**config.mk**
```make
export PLATFORM = sky130hd
export DESIGN_NAME = tail_light_monitor
export DESIGN_NICKNAME = d
export VERILOG_FILES = /design/src/rtl/tail_light_monitor.sv
export SDC_FILE = /design/constraint.sdc
export NUM_CORES = 1
export LEC_CHECK = 0
export CAP_MARGIN = 25
export CORE_MARGIN = 4
export CORE_UTILIZATION = 50
export CTS_CLUSTER_SIZE = 20
export DETAILED_ROUTE_END_ITERATION = 6
export PLACE_DENSITY = 0.79
export SLEW_MARGIN = 10
export SYNTH_ARGS = -nofsm -noshare
export SYNTH_HDL_FRONTEND = slang
export SYNTH_SLANG_ARGS = --single-unit
```
**constraint.sdc**
```tcl
create_clock -name clk -period 2.5 [get_ports clk]
set_input_delay 0.75 -clock clk [delete_from_list [all_inputs] [get_ports clk]]
set_output_delay 0.75 -clock clk [all_outputs]
set_load 0.01 [all_outputs]
```
**src/rtl/tail_light_monitor.sv**
```systemverilog
// rtl/tail_light_monitor.sv - Receive-side checker for turn-signal tail-light lamp sequences
module tail_light_monitor #(
  parameter int COUNT_W = 8
) (
  input  logic               clk,
  input  logic               reset,
  input  logic               la,
  input  logic               lb,
  input  logic               lc,
  input  logic               ra,
  input  logic               rb,
  input  logic               rc,
  input  logic               clear_fault,
  output logic               left_active,
  output logic               right_active,
  output logic               seq_done,
  output logic               seq_dir,
  output logic [COUNT_W-1:0] left_count,
  output logic [COUNT_W-1:0] right_count,
  output logic               fault,
  output logic [1:0]         fault_code
);

  // Monitor states
  localparam logic [3:0] S_IDLE  = 4'd0;
  localparam logic [3:0] S_L1    = 4'd1;
  localparam logic [3:0] S_L2    = 4'd2;
  localparam logic [3:0] S_L3    = 4'd3;
  localparam logic [3:0] S_R1    = 4'd4;
  localparam logic [3:0] S_R2    = 4'd5;
  localparam logic [3:0] S_R3    = 4'd6;
  localparam logic [3:0] S_FAULT = 4'd7;
  localparam logic [3:0] S_SYNC  = 4'd8;

  // Decoded lamp pattern classes
  localparam logic [2:0] P_OFF = 3'd0;
  localparam logic [2:0] P_L1  = 3'd1;
  localparam logic [2:0] P_L2  = 3'd2;
  localparam logic [2:0] P_L3  = 3'd3;
  localparam logic [2:0] P_R1  = 3'd4;
  localparam logic [2:0] P_R2  = 3'd5;
  localparam logic [2:0] P_R3  = 3'd6;
  localparam logic [2:0] P_ILL = 3'd7;

  localparam logic [1:0] FC_NONE    = 2'b00;
  localparam logic [1:0] FC_PATTERN = 2'b01;
  localparam logic [1:0] FC_TRANS   = 2'b10;

  logic [3:0]         state_q, state_d;
  logic [2:0]         pat;
  logic               seq_done_q, seq_done_d;
  logic               seq_dir_q, seq_dir_d;
  logic [COUNT_W-1:0] left_count_q, left_count_d;
  logic [COUNT_W-1:0] right_count_q, right_count_d;
  logic [1:0]         fault_code_q, fault_code_d;
  logic               left_active_q, right_active_q, fault_q;
  logic               in_seq_state;
  logic               legal_step;
  logic [3:0]         step_target;

  // Classify the six lamp lines into one of the seven legal patterns or illegal
  always_comb begin
    case ({la, lb, lc, ra, rb, rc})
      6'b000000: pat = P_OFF;
      6'b100000: pat = P_L1;
      6'b110000: pat = P_L2;
      6'b111000: pat = P_L3;
      6'b000100: pat = P_R1;
      6'b000110: pat = P_R2;
      6'b000111: pat = P_R3;
      default:   pat = P_ILL;
    endcase
  end

  // Per-state legal step table: which pattern advances and where it leads
  always_comb begin
    legal_step  = 1'b0;
    step_target = S_IDLE;
    case (state_q)
      S_IDLE: begin
        if (pat == P_OFF) begin
          legal_step  = 1'b1;
          step_target = S_IDLE;
        end else if (pat == P_L1) begin
          legal_step  = 1'b1;
          step_target = S_L1;
        end else if (pat == P_R1) begin
          legal_step  = 1'b1;
          step_target = S_R1;
        end
      end
      S_L1: begin
        legal_step  = (pat == P_L2);
        step_target = S_L2;
      end
      S_L2: begin
        legal_step  = (pat == P_L3);
        step_target = S_L3;
      end
      S_L3: begin
        legal_step  = (pat == P_OFF);
        step_target = S_IDLE;
      end
      S_R1: begin
        legal_step  = (pat == P_R2);
        step_target = S_R2;
      end
      S_R2: begin
        legal_step  = (pat == P_R3);
        step_target = S_R3;
      end
      S_R3: begin
        legal_step  = (pat == P_OFF);
        step_target = S_IDLE;
      end
      default: begin
        legal_step  = 1'b0;
        step_target = S_IDLE;
      end
    endcase
  end

  assign in_seq_state = (state_q <= S_R3);

  // Next-state, completion bookkeeping and fault cause capture
  always_comb begin
    state_d       = state_q;
    seq_done_d    = 1'b0;
    seq_dir_d     = seq_dir_q;
    left_count_d  = left_count_q;
    right_count_d = right_count_q;
    fault_code_d  = fault_code_q;

    if (in_seq_state) begin
      if (pat == P_ILL) begin
        state_d      = S_FAULT;
        fault_code_d = FC_PATTERN;
      end else if (!legal_step) begin
        state_d      = S_FAULT;
        fault_code_d = FC_TRANS;
      end else begin
        state_d = step_target;
        // Only L3/R3 + OFF complete a sequence
        if (state_q == S_L3) begin
          seq_done_d   = 1'b1;
          seq_dir_d    = 1'b0;
          left_count_d = left_count_q + COUNT_W'(1);
        end else if (state_q == S_R3) begin
          seq_done_d    = 1'b1;
          seq_dir_d     = 1'b1;
          right_count_d = right_count_q + COUNT_W'(1);
        end
      end
    end else if (state_q == S_FAULT) begin
      // Lamps are ignored here; only an operator clear leaves the fault
      if (clear_fault) begin
        state_d      = S_SYNC;
        fault_code_d = FC_NONE;
      end
    end else if (state_q == S_SYNC) begin
      // Wait for the sequencer to come back to OFF before checking again
      if (pat == P_OFF) begin
        state_d = S_IDLE;
      end
    end else begin
      state_d      = S_IDLE;
      fault_code_d = FC_NONE;
    end
  end

  // State and registered outputs, all derived from the next state
  always_ff @(posedge clk or negedge reset) begin
    if (!reset) begin
      state_q        <= S_IDLE;
      seq_done_q     <= 1'b0;
      seq_dir_q      <= 1'b0;
      left_count_q   <= '0;
      right_count_q  <= '0;
      fault_code_q   <= FC_NONE;
      left_active_q  <= 1'b0;
      right_active_q <= 1'b0;
      fault_q        <= 1'b0;
    end else begin
      state_q        <= state_d;
      seq_done_q     <= seq_done_d;
      seq_dir_q      <= seq_dir_d;
      left_count_q   <= left_count_d;
      right_count_q  <= right_count_d;
      fault_code_q   <= fault_code_d;
      left_active_q  <= (state_d == S_L1) || (state_d == S_L2) || (state_d == S_L3);
      right_active_q <= (state_d == S_R1) || (state_d == S_R2) || (state_d == S_R3);
      fault_q        <= (state_d == S_FAULT);
    end
  end

  assign left_active  = left_active_q;
  assign right_active = right_active_q;
  assign seq_done     = seq_done_q;
  assign seq_dir      = seq_dir_q;
  assign left_count   = left_count_q;
  assign right_count  = right_count_q;
  assign fault        = fault_q;
  assign fault_code   = fault_code_q;

endmodule

```
**Word level (Yosys, flattened, before mapping)**

Cells that the tools add are included.

- Register bits after elaboration: 27
- Bits of input ports: 9

- Add/subtract/negate cells: 2
- Magnitude comparators: 1
- Equal/unequal tests: 31
- Mux-type cells: 29
- Bitwise operators: 2
- Reductions and logical operators: 13

Operators with widths:

| cell | number |
|---|---|
| $eq 4x3->1 const B | 8 |
| $mux 4 | 7 |
| $pmux 3 s7 | 1 |
| $pmux 4 s5 | 1 |
| $eq 6x3->1 const B | 3 |
| $eq 6x6->1 const B | 3 |
| $add 8x1->8 const B | 2 |
| $eq 4x2->1 const B | 4 |
| $eq 3x3->1 const B | 4 |
| $mux 2 | 6 |
| $mux 1 | 10 |
| $mux 3 | 3 |
| $eq 4x1->1 const B | 2 |
| $reduce_and 4->1 | 2 |
| $eq 3x2->1 const B | 2 |
| $logic_not 6->1 | 1 |
| $ne 3x3->1 const B | 2 |
| $pmux 1 s6 | 1 |
| $reduce_and 5->1 | 1 |
| $eq 4x4->1 const B | 1 |
| $le 4x3->1 const B | 1 |
| $logic_not 4->1 | 1 |
| $logic_or 1x1->1 | 4 |
| $eq 3x1->1 const B | 1 |
| other kinds (6) | 7 |

**Depth between registers and ports, before layout**

Gate-level depths: netlist of the first run.

- Word-level depth: 13
- Mapped depth: 9

**Worst setup path after synthesis of the first run**

No wires, ideal clock.

- Path type: input port to flip-flop
- Start: in rc
- End: reg right_count_q[1], in the netlist right_count[1]
- Setup time: 0.125 ns
- Arrival: 2.634 ns
- Path slack: -0.258 ns
- Stages: 6
- Path buffers: 0
- Cells stage by stage: or3_1 or2_4 a2111oi_2 o211ai_2 a311oi_4 mux2_2

- Cells in the longest elaborated chain, start to end: 8
- Elaborated cells between the ends (all ways): 22

RTL lines:

| item | RTL line | text |
|---|---|---|
| from (decl) | 12 | `input logic rc,` |
| $eq 6x3->1 (tied with other cells) | 63 | `case ({la, lb, lc, ra, rb, rc})` |
| $pmux 3 s7 * | 63 |  |
| $eq 3x3->1 | 87 | `end else if (pat == P_R1) begin` |
| $mux 1 | 87 |  |
| $mux 1 | 84 | `end else if (pat == P_L1) begin` |
| $mux 1 | 81 | `if (pat == P_OFF) begin` |
| $pmux 1 s6 | 79 | `case (state_q)` |
| $reduce_and 5->1 (no source line) * | - |  |
| to (signal assigned) | 188 | `right_count_q <= right_count_d;` |
| to (decl) | 54 | `logic [COUNT_W-1:0] right_count_q, right_count_d;` |

Mark *: on every way between the ends. The rest lies on a longest branch, timed or not.
A chain may end at the register's enable or synchronous reset.

**Worst setup path in the final report of the first run**

- Start: in rc
- End: reg right_count_q[6], in the netlist right_count[6]

Same word-level chain as after synthesis.

==> flow_summary.yaml, run 1 <==
run_status:
  outcome: "complete, no violations"
cells_and_area:
  drive_above_1_share_pct: 31.4
  final_nets: 222
  most-common-layout-cells: "buf_4, dfrtp_1, clkdlybuf4s50_1, nand2_1"
  num_antenna_cells: 0
  final_common_cell: "buf_4"
  area_growth_pct: 47.6
power:
  swShare_pct: 38.7
  internal_power_mw: 0.856
  p_sw_mw: 0.541
  powerDensity_nw_per_um2: 630
  p_leak_nw: 0.983
  total_power_mw: 1.40
  combPwrFrac_pct: 43.2
  pwr-share-clk_pct: 14.7
  pwr-share-seq_pct: 42.2
  ir_worst_vdd_v: 0.000430
route:
  vias: 1416
  wl_per_cell_um: 17.1
  drtIter0Drc: 70
  via_per_inst: 5.88
  firstDrtPassIters: 4
  routed_wl_mm: 4.12
  drc: 0
  final_antenna_net_count: 0
setup_path:
  cp.required_ns: 2.77
  critPathSlowestCell: "or3_4"
  slowest_delay_ns: 0.40
  cpMostUsedCell: "buf_6"
  crit_end: "right_count[6]"
  reg2reg_from: "state_q[0]"
  regToRegSetupSlack_ns: 0.21
  crit_start: "rc"
  cp-start-kind: "primary input"
  crit_chain: "buf_6, or3_4, a21oi_4, buf_6, nand4_1, mux2_4, a311oi_4, buf_6, nand4_1, xnor2_1"
  ff2ff_path_depth: 7
  critical_path_peak_fanout: 5
  worstPathArrival_ns: 2.75
  end_kind: "register"
  crit_type: "primary input to register"
  r2r_end: "right_count[6]"
timing:
  hold_viol: 0
  hold_ws_ns: 0.480
  slew_headroom_pct: 72.0
  fin_ws_ns: 0.0160
  maxSlewViolCount: 0
  setup_violations: 0
  rsz0062_at_grt: "yes"
  worst_slew_pin_slew_ns: 0.417
  fin_crit_ns: 2.48
  fin_skew_ns: 0.00178
  max_freq_mhz: 403
  period_share_pct: 99.4
  finalSetupTns_ns: 0
place:
  gp_congestion: 0.864
  portBuffers: 31
  place_ws_ns: -0.725
  dp_hpwl_mm: 2.77
clock_network:
  clk_pin_slew_ns: 0.15
  clk_latency_ns: 0.34
  cts_sinks: 27
  cts_buffer_depth: 2
  cts_made_buffers: 3
  root_buffer: "clkbuf_4"
  htree_levels: 1
  cts_tree: "yes"
global_routing:
  global_route.usage.met2_pct: 37.2
  antenna_found_initial: 0
  grt_max_degree: 28
  grtUsageTotal_pct: 21.4
  grt.busiest_layer: "met2"
  grt_pass1_wl_mm: 6.77
  grtUsageMet3_pct: 3.42
  grt_util_met1_pct: 26.8
  grt_pass1_vias: 1413
  gr-total-overflow: 0
yosys:
  synth-seq-cells: 27
  ys_types: 40
  yosysWarnings: 0
  yosys.area.top_type: "dfrtp_1"
  synth_cells: 149
  yosysTopAreaCellShare_pct: 45.0
  syn_area_um2: 1500
  ys_seq_area_share_pct: 45.0
  synth_nets: 160
  synth_area_leaders: "dfrtp_1, xor2_1, xnor2_1"
  postSynthAreaPerCell_um2: 10.1
worst_hold_path:
  min_path_type: "register to register"
  hp-start: "right_count[7]"
floorplan:
  rows: 19
  start_util_pct: 53.6
  fp.coreArea_um2: 2810
  dieWidth_um: 62.8
  io_pins: 32
  die_h_um: 62.8
  dieArea_um2: 3950
job:
  max_cap_viol_count: 0
metal layers:
layer  vias up  wire, um
met1       694      1780
met5         -         0
li1        669         -
met4         0        76
met3         9       164
met2        44      2100
sequential cells by signal, summed over array words and instances, names as in the netlist:
| name | flops |
|---|---|
| seq_dir | 1 |
| right_active | 1 |
| fault_code | 2 |
| state_q | 4 |
| right_count | 8 |
| fault | 1 |
| left_active | 1 |
| seq_done | 1 |
| left_count | 8 |
power groups by stage:
stage	sequential [mW]	clock (mW)	combinational (mW)
4_1_cts	0.587	0.207	0.573
3_3_place_gp	0.592	0	0.545
3_5_place_dp	0.594	0	0.561
2_1_floorplan	0.589	0	0.326
5_1_grt	0.599	0.231	0.657
6_report	0.589	0.205	0.603
cell type report:
cell class                 instances  area [um2]
sequential                        27         676
timing repair buffer              64         558
clock buffer                       3        22.5
multi-input combinational        115         916
tap                               31        38.8
clock inverter                     1        7.51
fill                             189         587
cells by family (layout without fill, tap and decap cells):
group                    Yosys count  count (layout)  share of synthesized area, %
buffers and inverters              7              68                          2.33
flip-flops                        27              27                          45.0
AO/OA/AOI/OAI                     31              31                          15.6
AND/OR/NAND/NOR                   63              63                          23.8
XOR/XNOR                          15              15                          8.74
adder cells (fa/ha/maj)            2               2                          1.67
multiplexers                       4               4                          2.91
what timing repair did:
action / 4_1_cts / 5_1_grt
hold buffers: 0 / 0
resized for setup: 25 / 18
buffers inserted: 4 / 3
cloned: 1 / 0
setup endpoints to repair: 24 / 23
pin swaps: 10 / 8
stage by stage:
stage	cells	utilization, %	cell area (um2)
after floorplan	149	-	1570
after global placement	229	73.7	2070
after detailed placement	229	73.7	2070
after CTS	238	76.9	2160
after global routing	241	79.1	2220
final	241	79.1	2220
worst min path at each step:
stage                     end  slack [ns]  depth (start not counted)
3_3_place_gp   right_count[7]        0.45                          1
5_1_grt        right_count[7]        0.51                          1
2_1_floorplan           fault        0.45                          0
4_1_cts        right_count[7]        0.49                          1
6_report       right_count[7]        0.48                          1
3_5_place_dp   right_count[3]        0.47                          1
cell usage after synthesis:
master	number
o31ai_1	1
a21oi_1	11
nor3_1	3
a22oi_1	1
o211ai_2	1
a22o_1	2
buf_6	1
nand4_1	9
a21o_1	3
a211oi_1	5
o21ai_0	2
nand2b_1	6
xor2_1	8
o22ai_1	1
and3_1	4
and3b_1	1
and2_1	3
nor4b_1	1
nand2_1	11
nor4_1	2
mux2_2	3
nor2_1	8
buf_2	1
nand3_1	3
a2111oi_2	1
clkbuf_1	5
a31oi_1	1
a311oi_4	1
or2_4	1
or4b_1	1
dfrtp_1	27
a21bo_2	1
ha_1	2
mux2i_1	1
xnor2_1	7
or3_1	2
or2_2	1
nor2b_1	1
nand3b_1	4
nor3b_1	2
critical path, delay by kind of cell:
family | cells | cell delay [ns]
simple gates | 3 | 0.63
compound gates | 2 | 0.44
buf+inv | 3 | 0.38
mux | 1 | 0.33
xor+xnor | 1 | 0.23
No activity file was read; power rests on OpenSTA's default activity.
==> run 2: changes to the inputs <==
CORE_MARGIN = not set   (was 4)
CTS_CLUSTER_SIZE = 8   (was 20)
SKIP_CTS_REPAIR_TIMING = 1   (was not set)
==> flow_summary.yaml, run 2 (synthesized netlist as in run 1, its figures left out) <==
timing:
  fin_ws_ns: 0.0408
  setup_violations: 0
  hold_viol: 0
  max_freq_mhz: 407
  fin_skew_ns: 0.00330
  maxSlewViolCount: 0
  rsz0062_at_grt: "yes"
  worst_slew_pin_slew_ns: 0.422
  hold_ws_ns: 0.477
  fin_crit_ns: 2.46
  slew_headroom_pct: 71.6
  period_share_pct: 98.4
  finalSetupTns_ns: 0
cells_and_area:
  final_nets: 217
  fin_cells: 236
  area_growth_pct: 46.2
  most-common-layout-cells: "dfrtp_1, clkdlybuf4s50_1, buf_4, nand2_1"
  final_util_pct: 78.3
  num_antenna_cells: 0
  final_area_um2: 2200
  fillCellCount: 201
  drive_above_1_share_pct: 30.7
  final_common_cell: "dfrtp_1"
global_routing:
  gr-total-overflow: 0
  grtUsageTotal_pct: 24.5
  grt_pass1_vias: 1373
  antenna_found_initial: 0
  grt_max_degree: 28
  grt_pass1_wl_mm: 6.20
run_status:
  violations: "DRC"
  outcome: "complete, but fails checks"
floorplan:
  die_h_um: 56.8
  dieArea_um2: 3230
  fp.coreArea_um2: 2810
  io_pins: 32
  dieWidth_um: 56.8
  rows: 19
  start_util_pct: 53.6
clock_network:
  cts_tree: "yes"
  cts_buffer_depth: 2
  clk_latency_ns: 0.33
  cts_sinks: 27
  root_buffer: "clkbuf_4"
  htree_levels: 1
  clk_pin_slew_ns: 0.15
  cts_made_buffers: 3
setup_path:
  crit_chain: "buf_6, buf_6, nor2_4, buf_4, o21ai_4, a21oi_4, mux2_4, a21o_1, buf_6, a211oi_4, xor2_1"
  cp.required_ns: 2.76
  crit_type: "primary input to register"
  r2r_end: "left_count[7]"
  regToRegSetupSlack_ns: 0.15
  critPathSlowestCell: "mux2_4"
  critical_path_peak_fanout: 7
  end_kind: "register"
  worstPathArrival_ns: 2.72
  reg2reg_from: "state_q[0]"
  cpMostUsedCell: "buf_6"
  slowest_delay_ns: 0.35
  ff2ff_path_depth: 7
  cp-start-kind: "primary input"
worst_hold_path:
  holdPathStages: 1
  min_path_type: "register to register"
  hp-start: "right_count[7]"
  min_delay_worst_endpoint: "right_count[7]"
route:
  wl_per_cell_um: 16.5
  vias: 1399
  routed_wl_mm: 3.90
  drc: 4
  drtIter0Drc: 50
  final_antenna_net_count: 0
  firstDrtPassIters: 6
  via_per_inst: 5.93
power:
  total_power_mw: 1.36
  p_leak_nw: 0.968
  ir_worst_vdd_v: 0.000382
  powerDensity_nw_per_um2: 621
place:
  gp_congestion: 0.915
  portBuffers: 31
  dp_hpwl_mm: 2.73
  place_ws_ns: -0.735
  place_area_um2: 2050
  dpl.cell_count: 227
job:
  max_cap_viol_count: 0
==> run 2: report_power, final <==
part | total [mW] | switching (mW) | internal, mW
clock network | 0.197 | 0.136 | 0.0613
logic | 0.564 | 0.287 | 0.277
registers | 0.603 | 0.0948 | 0.508
total | 1.36 | 0.518 | 0.847
==> run 2: metal layers <==
| layer | vias up | track usage, % | share of wire [%] |
|---|---|---|---|
| met1 | 691 | 30.5 | 43 |
| met2 | 44 | 42.9 | 50 |
| met5 | - | 0 | 0 |
| li1 | 654 | - | - |
| met3 | 10 | 3.92 | 4.8 |
| met4 | 0 | 8.71 | 2.5 |
==> run 2: layout make-up <==
type / count / area, um2 / area share (%)
sequential: 27 / 677 / 30.8
timing repair buffer: 59 / 531 / 24.1
tap: 31 / 38.8 / 1.77
multi-input combinational: 115 / 921 / 41.9
clock inverter: 1 / 7.51 / 0.342
clock buffer: 3 / 22.5 / 1.03
==> run 2: critical path, delay by kind of cell <==
kind | cells | cell delay (ns)
AOI/OAI and AO/OA | 4 | 0.80
buffers and inverters | 4 | 0.50
muxes | 1 | 0.35
xor gates and xnor gates | 1 | 0.18
and+or+nand+nor | 1 | 0.12
==> run 2: how the worst max path moves through the flow <==
stage / startpoint / endpoint / slack (ns) / cells after the start
after CTS: ra / left_count[7] / -0.40 / 9
after global routing: rc / left_count[7] / -0.01 / 10
after global placement: ra / left_count[5] / -0.62 / 9
after floorplan: rc / right_count[1] / -0.15 / 6
final: lb / left_count[7] / 0.04 / 11
after detailed placement: ra / left_count[7] / -0.73 / 9
==> run 3: changes to the inputs <==
CORE_MARGIN = 1   (was not set)
==> results of run 3 <==
The final DEF is identical to that of run 2; final timing and power are the same.
